**config.mk**
```make
export PLATFORM = sky130hd
export DESIGN_NAME = bs_arbtr_rr_bcast
export DESIGN_NICKNAME = d
export VERILOG_FILES = /design/src/rtl/bs_arbtr_rr_bcast.sv
export SDC_FILE = /design/constraint.sdc
export NUM_CORES = 1
export LEC_CHECK = 0
export ABC_AREA = 1
export BUFFER_PORTS_ARGS = -buffer_cell sky130_fd_sc_hd__buf_2
export CAP_MARGIN = 20
export CELL_PAD_IN_SITES_DETAIL_PLACEMENT = 1
export CELL_PAD_IN_SITES_GLOBAL_PLACEMENT = 1
export CORE_UTILIZATION = 31
export CTS_CLUSTER_SIZE = 12
export DETAILED_ROUTE_END_ITERATION = 8
export GPL_TIMING_DRIVEN = 1
export PLACE_DENSITY = 0.95
export SLEW_MARGIN = 20
export SYNTH_ARGS = -nofsm -noshare
export SYNTH_HDL_FRONTEND = slang
export SYNTH_SLANG_ARGS = --single-unit
```
**constraint.sdc**
```tcl
create_clock -name clk -period 2.8 [get_ports clk]
set_input_delay 0.42 -clock clk [delete_from_list [all_inputs] [get_ports clk]]
set_output_delay 0.42 -clock clk [all_outputs]
set_load 0.05 [all_outputs]
```
**src/rtl/bs_arbtr_rr_bcast.sv**
```systemverilog
// Shared-bus arbiter: moves one packet at a time from a driver FIFO head
// to one receiver (unicast) or to every receiver except the source
// (broadcast). Packets with an unknown destination are dropped and counted.
//
// Handshake: pndng[i]=1 means the head of FIFO i is valid on lane i of
// D_pop. pop[i] is a one-cycle dequeue pulse, and the head is captured on
// the same edge that ends the pulse. push[i] is a one-cycle delivery pulse
// with the packet valid on lane i of D_push. Receivers cannot stall the bus.
module bs_arbtr_rr_bcast #(
  parameter int         pckg_sz   = 16,
  parameter int         drvrs     = 4,
  parameter logic [7:0] broadcast = 8'hFF,
  parameter bit         rr_mode   = 1'b1
) (
  input  logic                       clk,
  input  logic                       reset,
  input  logic [drvrs-1:0]           pndng,
  input  logic [drvrs*pckg_sz-1:0]   D_pop,
  output logic [drvrs-1:0]           pop,
  output logic [drvrs-1:0]           push,
  output logic [drvrs*pckg_sz-1:0]   D_push,
  output logic                       bus_busy,
  output logic                       err,
  output logic [15:0]                drop_cnt,
  output logic [1:0]                 dbg_state_o
);

  localparam int IW = (drvrs > 1) ? $clog2(drvrs) : 1;

  typedef enum logic [1:0] {IDLE, GRANT, DELIVER, GAP} state_t;

  state_t               state_q, state_d;
  logic [IW-1:0]        w_q, w_d;
  logic [IW-1:0]        ptr_q, ptr_d;
  logic [pckg_sz-1:0]   pkt_q, pkt_d;
  logic [15:0]          drop_cnt_q, drop_cnt_d;

  logic [IW-1:0]        win;
  logic [pckg_sz-1:0]   head;
  logic [drvrs-1:0]     w_onehot;
  logic [7:0]           dest;
  logic [drvrs-1:0]     pop_c, push_c;
  logic                 err_c, busy_c;

  assign dest = pkt_q[pckg_sz-1 -: 8];

  // Pick the winner: circular search from ptr+1, or lowest pending index.
  always_comb begin
    logic          found;
    logic [IW-1:0] cand;
    win   = '0;
    found = 1'b0;
    cand  = '0;
    if (rr_mode) begin
      for (int k = 1; k <= drvrs; k++) begin
        cand = IW'((int'(ptr_q) + k) % drvrs);
        if (!found && pndng[cand]) begin
          win   = cand;
          found = 1'b1;
        end
      end
    end else begin
      for (int i = drvrs - 1; i >= 0; i--) begin
        if (pndng[i]) win = IW'(i);
      end
    end
  end

  // Select the granted driver's head packet and build its one-hot mask.
  always_comb begin
    head     = '0;
    w_onehot = '0;
    for (int i = 0; i < drvrs; i++) begin
      if (w_q == IW'(i)) begin
        head        = D_pop[i*pckg_sz +: pckg_sz];
        w_onehot[i] = 1'b1;
      end
    end
  end

  // Transfer sequencer: next state, bus strobes and drop accounting.
  always_comb begin
    state_d    = state_q;
    w_d        = w_q;
    ptr_d      = ptr_q;
    pkt_d      = pkt_q;
    drop_cnt_d = drop_cnt_q;
    pop_c      = '0;
    push_c     = '0;
    err_c      = 1'b0;
    busy_c     = 1'b0;
    case (state_q)
      IDLE: begin
        if (|pndng) begin
          w_d     = win;
          state_d = GRANT;
        end
      end
      GRANT: begin
        busy_c  = 1'b1;
        pop_c   = w_onehot;
        pkt_d   = head;
        if (rr_mode) ptr_d = w_q;
        state_d = DELIVER;
      end
      DELIVER: begin
        busy_c = 1'b1;
        if (int'(dest) < drvrs) begin
          // Unicast; the source may address itself.
          for (int i = 0; i < drvrs; i++) push_c[i] = (int'(dest) == i);
        end else if (dest == broadcast) begin
          push_c = ~w_onehot;
        end else begin
          err_c = 1'b1;
          if (drop_cnt_q != 16'hFFFF) drop_cnt_d = drop_cnt_q + 16'd1;
        end
        state_d = GAP;
      end
      GAP: begin
        // Gives the popped FIFO a cycle to refresh pndng.
        busy_c  = 1'b1;
        state_d = IDLE;
      end
      default: state_d = IDLE;
    endcase
  end

  // State registers with synchronous active-low reset.
  always_ff @(posedge clk) begin
    if (!reset) begin
      state_q    <= IDLE;
      w_q        <= '0;
      ptr_q      <= IW'(drvrs - 1);
      pkt_q      <= '0;
      drop_cnt_q <= '0;
    end else begin
      state_q    <= state_d;
      w_q        <= w_d;
      ptr_q      <= ptr_d;
      pkt_q      <= pkt_d;
      drop_cnt_q <= drop_cnt_d;
    end
  end

  // Strobes are gated by reset so an aborted transfer emits nothing.
  assign pop         = pop_c & {drvrs{reset}};
  assign push        = push_c & {drvrs{reset}};
  assign err         = err_c & reset;
  assign bus_busy    = busy_c & reset;
  assign D_push      = {drvrs{pkt_q}};
  assign drop_cnt    = drop_cnt_q;
  assign dbg_state_o = state_q;

endmodule

```
======== Yosys cells after proc, flatten, opt, wreduce, memory -nomap -nowiden ========
Index checks and enable logic that the tools add are counted.
word-level totals
  word-level logic and storage cells ...... 80
  output and inout port bits .............. 92
  register bits ........................... 38
  input port bits ......................... 70
cells by class
  muxes and demuxes ....................... 33
  magnitude comparators ................... 5
  bitwise gates (word level) .............. 7
  add/sub/neg operators ................... 5
  reductions and logical operators ........ 13
  equal/unequal tests ..................... 12
operator list
  cell                                                 number
  2-to-1 mux 16 bit                                    4
  adder 16 x 1 -> 16 bit (second input constant)       1
  == test 8 x 3 -> 1 bit (second input constant)       2
  2-to-1 mux 4 bit                                     4
  inequality test 16 bit (second input constant)       1
  2-to-1 mux 1 bit                                     15
  < comparator 2 x 3 -> 1 bit (second input constant)  4
  2-to-1 mux 2 bit                                     5
  AND 4 bit                                            2
  binary-select mux 1 bit (select 2 bit)               4
  == test 2 bit (second input constant)                4
  == test 8 x 2 -> 1 bit (second input constant)       1
  == test 8 bit (second input constant)                1
  zero test 8 bit                                      1
  < comparator 8 x 3 -> 1 bit (second input constant)  1
  case mux 2 bit (4 select lines)                      1
  adder 2 x 1 -> 2 bit (second input constant)         2
  adder 2 bit (second input constant)                  2
  == test 2 x 1 -> 1 bit (second input constant)       2
  zero test 2 bit                                      2
  NOT 4 bit                                            1
  AND reduction 4 bit                                  1
  OR reduction 4 bit                                   1
  logical AND 1 bit                                    3
  other kinds (6)                                      10

======== Longest topological paths before layout ========
Gate-level depths: netlist (run 1).
  word-level depth ........................ 13
  gate-level depth with buffers ........... 12
  mapped depth without buffers ............ 11

======== Least setup slack after synthesis (run 1) ========
Ideal clock, no wire load.
  path type ............................... register to output
  from .................................... register state_q[0], in the netlist dbg_state_o[0]
  to ...................................... output port pop[0]
  arrival ................................. 2.143 ns
  slack ................................... 0.237 ns
  stages on the path, launching flop included .. 6
  required time ........................... 2.380 ns
  buffers on the path ..................... 2
  cell sequence ........................... dfxtp_1 ha_1 clkbuf_1 clkbuf_1 nand2_1 nor2_1
between the ends
  longest elaborated chain between the ends .. 3
RTL lines
  item                      RTL line  source
  start: declaration        32        state_t state_q, state_d;
  start signal: assignment  137       state_q <= state_d;
  == test 2 x 1 -> 1 bit    92        case (state_q)
  2-to-1 mux 4 bit          92
  AND 4 bit                 146       assign pop = pop_c & {drvrs{reset}};
  end: declaration          19        output logic [drvrs-1:0] pop,
No other way between the ends.

======== Final worst setup path (run 1) ========
  from .................................... register w_q[0]
  to ...................................... output port push[3]
between the ends
  longest elaborated chain between the ends .. 7
RTL lines
  item                      RTL line  source
  start: declaration        33        logic [IW-1:0] w_q, w_d;
  start signal: assignment  138       w_q <= w_d;
  == test 2 bit             74        if (w_q == IW'(i)) begin
  2-to-1 mux 1 bit          74
  NOT 4 bit                 112       push_c = ~w_onehot;
  2-to-1 mux 4 bit          111       end else if (dest == broadcast) begin
  2-to-1 mux 4 bit          108       if (int'(dest) < drvrs) begin
  2-to-1 mux 4 bit          92
  AND 4 bit                 147       assign push = push_c & {drvrs{reset}};
  end: declaration          20        output logic [drvrs-1:0] push,
No other way between the ends.

==> results of run 1 <==
## worst min path at each step
| stage | end | slack, ns | depth (start not counted) |
|---|---|---|---|
| after floorplan | ptr_q[1] | 0.55 | 2 |
| after global placement | drop_cnt[8] | 0.50 | 2 |
| after detailed placement | drop_cnt[8] | 0.52 | 2 |
| after CTS | pkt_q[6] | 0.38 | 3 |
| after global routing | pkt_q[6] | 0.38 | 3 |
| final | pkt_q[6] | 0.38 | 3 |
## area by class of cell
cell class,instances,area [µm²]
fillers,1232,5381
well taps,108,135.1
flip-flops and latches,38,760.7
inverters,32,120.1
clock buffers,6,72.57
clock inverters,2,13.76
repair buffers,165,835.8
multi-input cells,325,1572
## stage by stage
step,hold slack (ns),power (mW),instance area [µm²],utilization (%)
after floorplan,0.5488,3.014,2902,-
after global placement,0.5019,3.259,3423,38.50
after detailed placement,0.5195,3.343,3423,38.50
after CTS,0.3761,3.733,3510,39.47
after global routing,0.3844,3.941,3510,39.47
final,0.3833,3.714,3510,39.47
## power by group
part | switching, mW | leakage (nW) | internal (mW) | total [mW]
combinational | 1.93 | 1.44 | 0.534 | 2.47
sequential | 0.207 | 0.311 | 0.654 | 0.860
clock | 0.210 | 0.0452 | 0.176 | 0.386
total | 2.35 | 1.80 | 1.36 | 3.71
## state kept, by name, summed over array words and instances (netlist names)
register / count
ptr_q: 2
drop_cnt: 16
dbg_state_o: 2
w_q: 2
pkt_q: 16
## cell usage after synthesis (all sizes together)
cell type / count
o21ai: 38
clkbuf: 9
dfxtp: 38
nand2: 136
nand4: 8
or2: 1
buf: 56
nand3: 36
a21oi: 38
nand3b: 1
nor4: 1
inv: 31
xor2: 5
a31oi: 11
clkinv: 1
nor2: 35
ha: 5
nor3: 10
## metal layers
metal  vias to the layer above  global-route usage [%]  wire length (µm)
li1                       1670                       -                 -
met1                      1605                   24.29              4302
met2                        84                   40.45              5424
met3                        17                   3.191               356
met4                         0                   7.807               178
met5                         -                       0                 0
## cells by family after synthesis
logic type,after synthesis,synth area share [%]
buffers and inverters,97,19.62
AO/OA/AOI/OAI,87,16.52
adder cells (fa/ha/maj),5,2.156
XOR/XNOR,5,1.509
AND/OR/NAND/NOR,228,33.98
flip-flops,38,26.22
## critical path, delay by kind of cell, from the launching register on
family                 cells  cell delay (ns)
AND/OR/NAND/NOR            2             0.60
buffers and inverters      1             0.21
flip-flops                 1             0.78
AO/OA/AOI/OAI              1             0.08
==> flow_summary_export.csv, run 1 <==
group,metric,value,unit
logic_synthesis,synth_area_leaders,"dfxtp_1, nand2_1, buf_4, nand3_1, o21ai_0",
worst_hold_path,min_path_type,"in2reg",
route,dr.pass1.iters,4,
logic_synthesis,yosysSeqAreaShare,26.22,%
sta,slew_headroom,53.45,%
die,num_io_pins,162,
sta,setup_viol,0,
finish,fin_nets,642,
die,die_width,98.75,µm
clock_tree,hold_buffers,0,
die,dieArea,9751,µm²
route,wire_per_inst,15.18,µm
route,antenna_left,0,
die,die_height,98.75,µm
place,place_inst,668,
clock_tree,cts_buffers,5,
finish,layout_common_cells,"buf_2, nand2_1, dfxtp_1",
route,drt_iter0_markers,103,
die,core-area,8891,µm²
sta,hold_violations,0,
logic_synthesis,syn_area_per_cell,6.308,µm²
clock_tree,clock_latency,0.30,ns
clock_tree,clockRootBuffer,"clkbuf_8",
sta,slew_violations,0,
power_and_ir_drop,p_per_area,1058,nW/µm²
clock_tree,h-tree-depth,2,
sta,post-route-period-util,84.98,%
sta,final.setup.worst_slack,0.4206,ns
sta,tightest_slew,0.6973,ns
global_route,grt_remaining_overflow,0,
critical_path,critPathLaunch,"w_q[0]",
logic_synthesis,ys_ff_latch,38,
critical_path,r2r_end,"pkt_q[14]",
logic_synthesis,ys_warn_count,0,
critical_path,endpoint_kind,"output port",
critical_path,critPathLaunchType,"flop",
run,cap_violations,0,
critical_path,worstPathArrival,1.96,ns
logic_synthesis,syn-num-nets,535,
clock_tree,cts_tree,"yes",
global_route,antenna_found_initial,0,
power_and_ir_drop,vdd_ir_drop_max,0.5288,mV
clock_tree,clock_path_buffers,2,
finish,finalNonFillerCells,676,
critical_path,rr_startpoint,"w_q[0]",
sta,fin_tns_setup,0,ns
place,globalplace.congestion,0.8668,
sta,finalClockSkew,0.01710,ns
finish,final_common_cell,"buf_2",
clock_tree,cts_sinks,38,
route,vias,3376,
critical_path,reg2reg_depth,4,
clock_tree,post_cts_buffers,0,
global_route,grt_pass1_wl,16790,µm
global_route,grt_max_degree,37,
logic_synthesis,yosysUniqueCellTypes,28,
critical_path,crit_top_cell,"nand2_1",
sta,max_freq,0.4203,GHz
logic_synthesis,synth_cells,460,
logic_synthesis,synth_area_leader_cell,"dfxtp_1",
logic_synthesis,synth_top_area_share,26.22,%
sta,period_needed,2.379,ns
global_route,grt_usage,21.45,%
place,dpl.hpwl,8358,µm
power_and_ir_drop,leakage,1.799,nW
critical_path,worstPathRequired,2.38,ns
route,drc,0,
finish,syn_to_final_growth,20.96,%
outcome,status,"completed",
critical_path,slowest_delay,0.78,ns
finish,n_antenna_cell,0,
global_route,grt_pass1_vias,3515,
place,port_buffers,161,
route,routed_wl,10260,µm
sta,grt_setup_unrepaired,"no",
finish,drive_gt1_share,34.51,%
critical_path,r2r_slack,0.91,ns
place,post-place-ws,0.7349,ns
critical_path,cp_max_fo,22,
logic_synthesis,synthesis.area,2902,µm²
worst_hold_path,hold_start,"D_pop[54]",
critical_path,path_class,"reg2out",
die,start_util,32.63,%
critical_path,crit_chain,"nand2_1 > nand2_1 > a21oi_1 > buf_2",
clock_tree,cts.clk_slew.worst_paths,0.08,ns
die,row_count,34,
critical_path,critical_path.slowest_cell,"dfxtp_1",
route,drt-vias-per-instance,4.994,
clock_tree,cts.repair.resized,0,
critical_path,cp-endpoint,"push[3]",
(Power assumes the default switching activity.)
==> run 2, diff against run 1 <==
--- a/config.mk
+++ b/config.mk
@@ -10,11 +10,11 @@
 export CAP_MARGIN = 20
 export CELL_PAD_IN_SITES_DETAIL_PLACEMENT = 1
 export CELL_PAD_IN_SITES_GLOBAL_PLACEMENT = 1
-export CORE_UTILIZATION = 31
+export CORE_UTILIZATION = 26
 export CTS_CLUSTER_SIZE = 12
 export DETAILED_ROUTE_END_ITERATION = 8
 export GPL_TIMING_DRIVEN = 1
-export PLACE_DENSITY = 0.95
+export PLACE_DENSITY = 0.86
 export SLEW_MARGIN = 20
 export SYNTH_ARGS = -nofsm -noshare
 export SYNTH_HDL_FRONTEND = slang
==> constraint.sdc (replaced) <==
create_clock -name clk -period 2 [get_ports clk]
set_input_delay 0.3 -clock clk [delete_from_list [all_inputs] [get_ports clk]]
set_output_delay 0.3 -clock clk [all_outputs]
set_load 0.05 [all_outputs]
==> run 2 against run 1 <==
Net effect:
- via count increased by 1.7%
- power increased by 47%
- sequential share of layout area decreased by 0.72 points
- global-route usage decreased by 2.8 points
- worst setup slack got worse by 0.35 ns
- wire length increased by 1.7%
- highest routed layer unchanged
- clock skew decreased by 0.0066 ns
- critical path depth increased by 3
- first-iteration DRC count decreased by 34%
- count of clock-buffer cells in the layout decreased by 1
==> flow_summary_export.csv, run 2 (synthesis gave the netlist of run 1 again) <==
group,metric,value,unit
outcome,status,"completed",
place,dpl.hpwl,8567,µm
power_and_ir_drop,p_comb_share,65.9,%
clock_tree,clock_latency,0.29,ns
power_and_ir_drop,clkPwrFrac,12.2,%
critical_path,worstPathRequired,1.70,ns
sta,finalClockSkew,0.01046,ns
critical_path,critPathLaunchType,"flop",
clock_tree,cts_tree,"yes",
critical_path,r2r_end,"drop_cnt[2]",
route,drt_iter0_markers,68,
finish,fin_nets,651,
route,drc,0,
power_and_ir_drop,p_int,2.145,mW
clock_tree,cts_buffers,5,
route,routed_wl,10440,µm
finish,final_util,34.59,%
die,dieArea,11590,µm²
power_and_ir_drop,leakage,1.857,nW
route,vias,3434,
place,place_inst,706,
die,die_width,107.6,µm
critical_path,rr_startpoint,"drop_cnt[0]",
sta,final.setup.worst_slack,0.06595,ns
critical_path,path_depth,7,
sta,whs,0.2628,ns
critical_path,worstPathArrival,1.63,ns
clock_tree,cts_sinks,38,
place,placed_area,3562,µm²
critical_path,critical_path_buf_inv_count,2,
place,globalplace.congestion,0.8822,
power_and_ir_drop,p_sw_share,60.75,%
finish,n_antenna_cell,0,
sta,slew_headroom,65.82,%
clock_tree,h-tree-depth,2,
clock_tree,clockRootBuffer,"clkbuf_8",
power_and_ir_drop,vdd_ir_drop_max,0.7187,mV
finish,drive_gt1_share,39.51,%
sta,hold_violations,0,
finish,layout_common_cells,"buf_2, nand2_1, nand3_1",
global_route,grt_pass1_wl,17110,µm
sta,grt_setup_unrepaired,"no",
critical_path,path_class,"reg2out",
critical_path,cp-endpoint,"push[3]",
die,start_util,26.77,%
critical_path,critPathLaunch,"pkt_q[14]",
place,post-place-ws,0.1898,ns
critical_path,reg2reg_depth,9,
route,dr.pass1.iters,4,
sta,period_needed,1.934,ns
worst_hold_path,hold_start,"D_pop[57]",
finish,finalNonFillerCells,717,
critical_path,endpoint_kind,"output port",
global_route,grt_pass1_vias,3480,
clock_tree,cts.clk_slew.worst_paths,0.09,ns
clock_tree,clock_path_buffers,2,
power_and_ir_drop,p_per_area,1457,nW/µm²
power_and_ir_drop,power,5.464,mW
route,drt-vias-per-instance,4.789,
finish,syn_to_final_growth,29.24,%
sta,fin_tns_setup,0,ns
critical_path,r2r_slack,0.21,ns
critical_path,crit_top_cell,"nand2_1",
clock_tree,hold_buffers,0,
critical_path,crit_chain,"nand2_1 > nor3_2 > nand2_1 > inv_2 > nand2_1 > a21oi_2 > buf_6",
sta,tightest_slew,0.5088,ns
worst_hold_path,min_path_type,"in2reg",
run,cap_violations,0,
critical_path,critical_path.slowest_cell,"dfxtp_4",
die,die_height,107.6,µm
sta,setup_viol,0,
critical_path,critPathTopFamily,"simple AND/OR/NAND/NOR gates",
die,row_count,38,
finish,fin_area,3750,µm²
power_and_ir_drop,power.switching,3.320,mW
place,port_buffers,161,
critical_path,cp_max_fo,5,
route,antenna_left,0,
finish,final_common_cell,"buf_2",
die,core-area,10840,µm²
sta,post-route-period-util,96.70,%
route,wire_per_inst,14.56,µm
global_route,antenna_found_initial,0,
sta,slew_violations,0,
global_route,grt_max_degree,25,
power_and_ir_drop,power_frac_seq,21.9,%
global_route,grt_remaining_overflow,0,
sta,max_freq,0.5170,GHz
global_route,grt_usage,18.63,%
critical_path,slowest_delay,0.37,ns
die,num_io_pins,162,
run 2: changes by cell type in the layout (fill, tap and decap cells not counted), sizes merged:
cell,delta
buf,+9
clkinv,-2
clkinvlp,+2
bufinv,+1
clkbuf,-1
run 2: worst min-delay path by stage:
stage / endpoint / slack [ns] / cells past startpoint
floorplan: pkt_q[9] / 0.46 / 2
global placement: dbg_state_o[1] / 0.51 / 2
detailed placement: drop_cnt[8] / 0.51 / 2
CTS: pkt_q[9] / 0.26 / 3
global route: pkt_q[9] / 0.26 / 3
finish: pkt_q[9] / 0.26 / 3
run 2: worst min-delay path, delay by kind of cell:
kind	cells	cell delay (ns)
buffers and inverters	1	0.10
AOI/OAI and AO/OA	1	0.07
and+or+nand+nor	1	0.05
run 2: cell type report:
class                           instances  area, µm²
Tap cell                              140      175.2
Timing Repair Buffer                  174      928.4
Clock inverter                          3      45.04
Fill cell                            1471       7091
Inverter                               32      120.1
Clock buffer                            5      68.82
Multi-Input combinational cell        325       1627
Sequential cell                        38      785.8
run 2: power by group through the flow:
stage          logic (mW)  registers [mW]  clock network [mW]
6_report             3.60            1.20               0.664
5_1_grt              3.88            1.24               0.717
4_1_cts              3.59            1.18               0.679
3_5_place_dp         3.58            1.20                   0
3_3_place_gp         3.52            1.17                   0
2_1_floorplan        2.73            1.54                   0
run 2: timing repair:
| item | CTS | global route |
|---|---|---|
| pin swaps | 0 | 4 |
| endpoints found under the setup margin | 4 | 5 |
| resized for setup | 5 | 17 |
| buffers inserted | 0 | 3 |
| endpoints found under the hold margin | 0 | 0 |
run 2: routing by layer:
metal / track usage (%) / vias up / part of all wire, %
met5: 0 / - / 0
met4: 5.969 / 0 / 1.8
met3: 2.119 / 13 / 3.5
met2: 33.29 / 90 / 52
met1: 23.10 / 1645 / 43
li1: - / 1686 / -
==> run 3, diff against run 2 <==
--- a/config.mk
+++ b/config.mk
@@ -10,11 +10,13 @@
 export CAP_MARGIN = 20
 export CELL_PAD_IN_SITES_DETAIL_PLACEMENT = 1
 export CELL_PAD_IN_SITES_GLOBAL_PLACEMENT = 1
-export CORE_UTILIZATION = 26
+export CORE_ASPECT_RATIO = 1.4
+export CORE_UTILIZATION = 27
+export CTS_BUF_LIST = sky130_fd_sc_hd__clkbuf_4
 export CTS_CLUSTER_SIZE = 12
 export DETAILED_ROUTE_END_ITERATION = 8
 export GPL_TIMING_DRIVEN = 1
-export PLACE_DENSITY = 0.86
+export PLACE_DENSITY = 0.89
 export SLEW_MARGIN = 20
 export SYNTH_ARGS = -nofsm -noshare
 export SYNTH_HDL_FRONTEND = slang
==> run 3 against run 2 <==
Net effect:
- combinational power rose by 3%
- sequential power barely moved
- worst hold slack got worse by 0.080 ns
- die area fell by 3.6%
==> flow_summary_export.csv, run 3 (synthesis gave the netlist of run 1 again) <==
group,metric,value,unit
outcome,status,"completed",
power_and_ir_drop,p_comb_share,66.5,%
global_route,grt_usage,19.20,%
clock_tree,clock_latency,0.37,ns
power_and_ir_drop,p_int,2.182,mW
critical_path,endpoint_kind,"output port",
clock_tree,cts_buffers,5,
finish,final_common_cell,"buf_2",
sta,final.setup.worst_slack,0.09396,ns
route,wl_met2,5912,µm
global_route,grt_pass1_vias,3436,
power_and_ir_drop,p_sw_share,60.79,%
sta,slew_headroom,52.45,%
power_and_ir_drop,leakage,1.863,nW
global_route,grt_pass1_wl,16400,µm
route,dr.pass1.iters,4,
power_and_ir_drop,vdd_ir_drop_max,0.3488,mV
place,place_inst,703,
critical_path,critPathTopFamily,"flip-flops",
sta,hold_violations,0,
critical_path,r2r_slack,0.22,ns
route,drt-vias-per-instance,4.848,
place,globalplace.congestion,0.8219,
sta,tightest_slew,0.7068,ns
critical_path,path_class,"reg2out",
worst_hold_path,min_path_type,"in2reg",
place,port_buffers,161,
power_and_ir_drop,clkPwrFrac,12.5,%
finish,layout_common_cells,"buf_2, nand2_1, nand3_1",
finish,fin_nets,651,
die,num_io_pins,162,
sta,post-route-period-util,95.30,%
clock_tree,cts_tree,"yes",
critical_path,critical_path.slowest_cell,"dfxtp_2",
finish,syn_to_final_growth,29.84,%
die,dieArea,11170,µm²
critical_path,cp_max_fo,4,
place,placed_area,3552,µm²
sta,grt_setup_unrepaired,"yes",
clock_tree,clock_path_buffers,2,
critical_path,critical_path_buf_inv_count,2,
die,core-area,10410,µm²
critical_path,worstPathArrival,1.61,ns
sta,max_freq,0.5246,GHz
route,vias,3476,
route,met3WireLength,686,µm
critical_path,worstPathRequired,1.70,ns
critical_path,slowest_delay,0.36,ns
clock_tree,clockRootBuffer,"clkbuf_4",
clock_tree,h-tree-depth,2,
sta,whs,0.1829,ns
route,antenna_left,0,
clock_tree,cts_sinks,38,
global_route,grt_remaining_overflow,0,
global_route,grt_max_degree,37,
power_and_ir_drop,power.switching,3.383,mW
route,routed_wl,10930,µm
die,die_width,89.61,µm
worst_hold_path,hold_end,"pkt_q[9]",
run,cap_violations,0,
worst_hold_path,holdPathStages,3,
critical_path,crit_chain,"inv_1 > ha_2 > nand3_1 > nor2_2 > clkbuf_4",
sta,setup_viol,0,
power_and_ir_drop,p_per_area,1477,nW/µm²
route,drc,0,
sta,finalClockSkew,0.01466,ns
critical_path,critPathLaunch,"dbg_state_o[0]",
critical_path,reg2reg_depth,9,
finish,finalNonFillerCells,717,
worst_hold_path,hold_start,"D_pop[57]",
place,post-place-ws,0.2613,ns
sta,period_needed,1.906,ns
place,dpl.hpwl,8763,µm
route,met1_length,4109,µm
finish,drive_gt1_share,40.38,%
power_and_ir_drop,power_frac_seq,20.9,%
die,row_count,44,
die,die_height,124.7,µm
clock_tree,hold_buffers,0,
route,top_layer,"met4",
route,wire_per_inst,15.25,µm
route,drt_iter0_markers,108,
critical_path,r2r_end,"drop_cnt[3]",
critical_path,rr_startpoint,"drop_cnt[0]",
global_route,antenna_found_initial,2,
sta,slew_violations,0,
clock_tree,cts.clk_slew.worst_paths,0.13,ns
critical_path,critPathLaunchType,"flop",
finish,fin_area,3767,µm²
die,start_util,27.89,%
## run 3: what timing repair did
action,in CTS,in global routing
endpoints found under the hold margin,0,0
endpoints found under the setup margin,4,7
pin swaps,0,2
resized for setup,13,17
setup buffers,0,4
## run 3: stage by stage
stage / util (%) / total power [mW] / setup TNS [ns]
final: 36.21 / 5.565 / 0
after global routing: 36.21 / 5.930 / -0.1230
after CTS: 35.41 / 5.541 / 0
after detailed placement: 34.14 / 4.810 / 0
after global placement: 34.14 / 4.719 / 0
after floorplan: - / 4.269 / 0
## run 3: power groups by stage
stage | Clock (mW) | Combinational (mW) | Sequential (mW)
finish | 0.697 | 3.70 | 1.17
global route | 0.764 | 3.96 | 1.20
CTS | 0.726 | 3.65 | 1.17
detailed placement | 0 | 3.64 | 1.17
global placement | 0 | 3.57 | 1.15
floorplan | 0 | 2.73 | 1.54
## run 3: worst max path at each step
stage,to,slack (ns),cells past startpoint
2_1_floorplan,push[3],0.01,6
3_3_place_gp,pkt_q[9],0.33,4
3_5_place_dp,drop_cnt[9],0.26,9
4_1_cts,push[3],0.002,7
5_1_grt,push[1],-0.04,6
6_report,err,0.09,5
## run 3: final cells by class
cell class / instances / area [µm²]
fill: 1420 / 6638
multi-input combinational: 325 / 1642
timing repair buffer: 174 / 930.9
sequential: 38 / 790.8
tap: 138 / 172.7
inverter: 32 / 120.1
clock inverter: 3 / 68.82
clock buffer: 5 / 37.54
antenna: 2 / 5.005
## run 3: per-layer routing
metal	track usage, %	vias up
li1	-	1697
met1	18.23	1647
met2	37.75	118
met3	4.042	14
met4	7.470	0
met5	0	-
## run 3: worst reg2reg max path, stage by stage, from the launching register on
cell     delay (ns)
dfxtp_1        0.42
ha_1           0.25
nand2_2        0.10
nor2_4         0.12
nand2_2        0.11
nor3_4         0.20
inv_2          0.05
nand2_2        0.22
nand2_1        0.12
a21oi_2        0.12
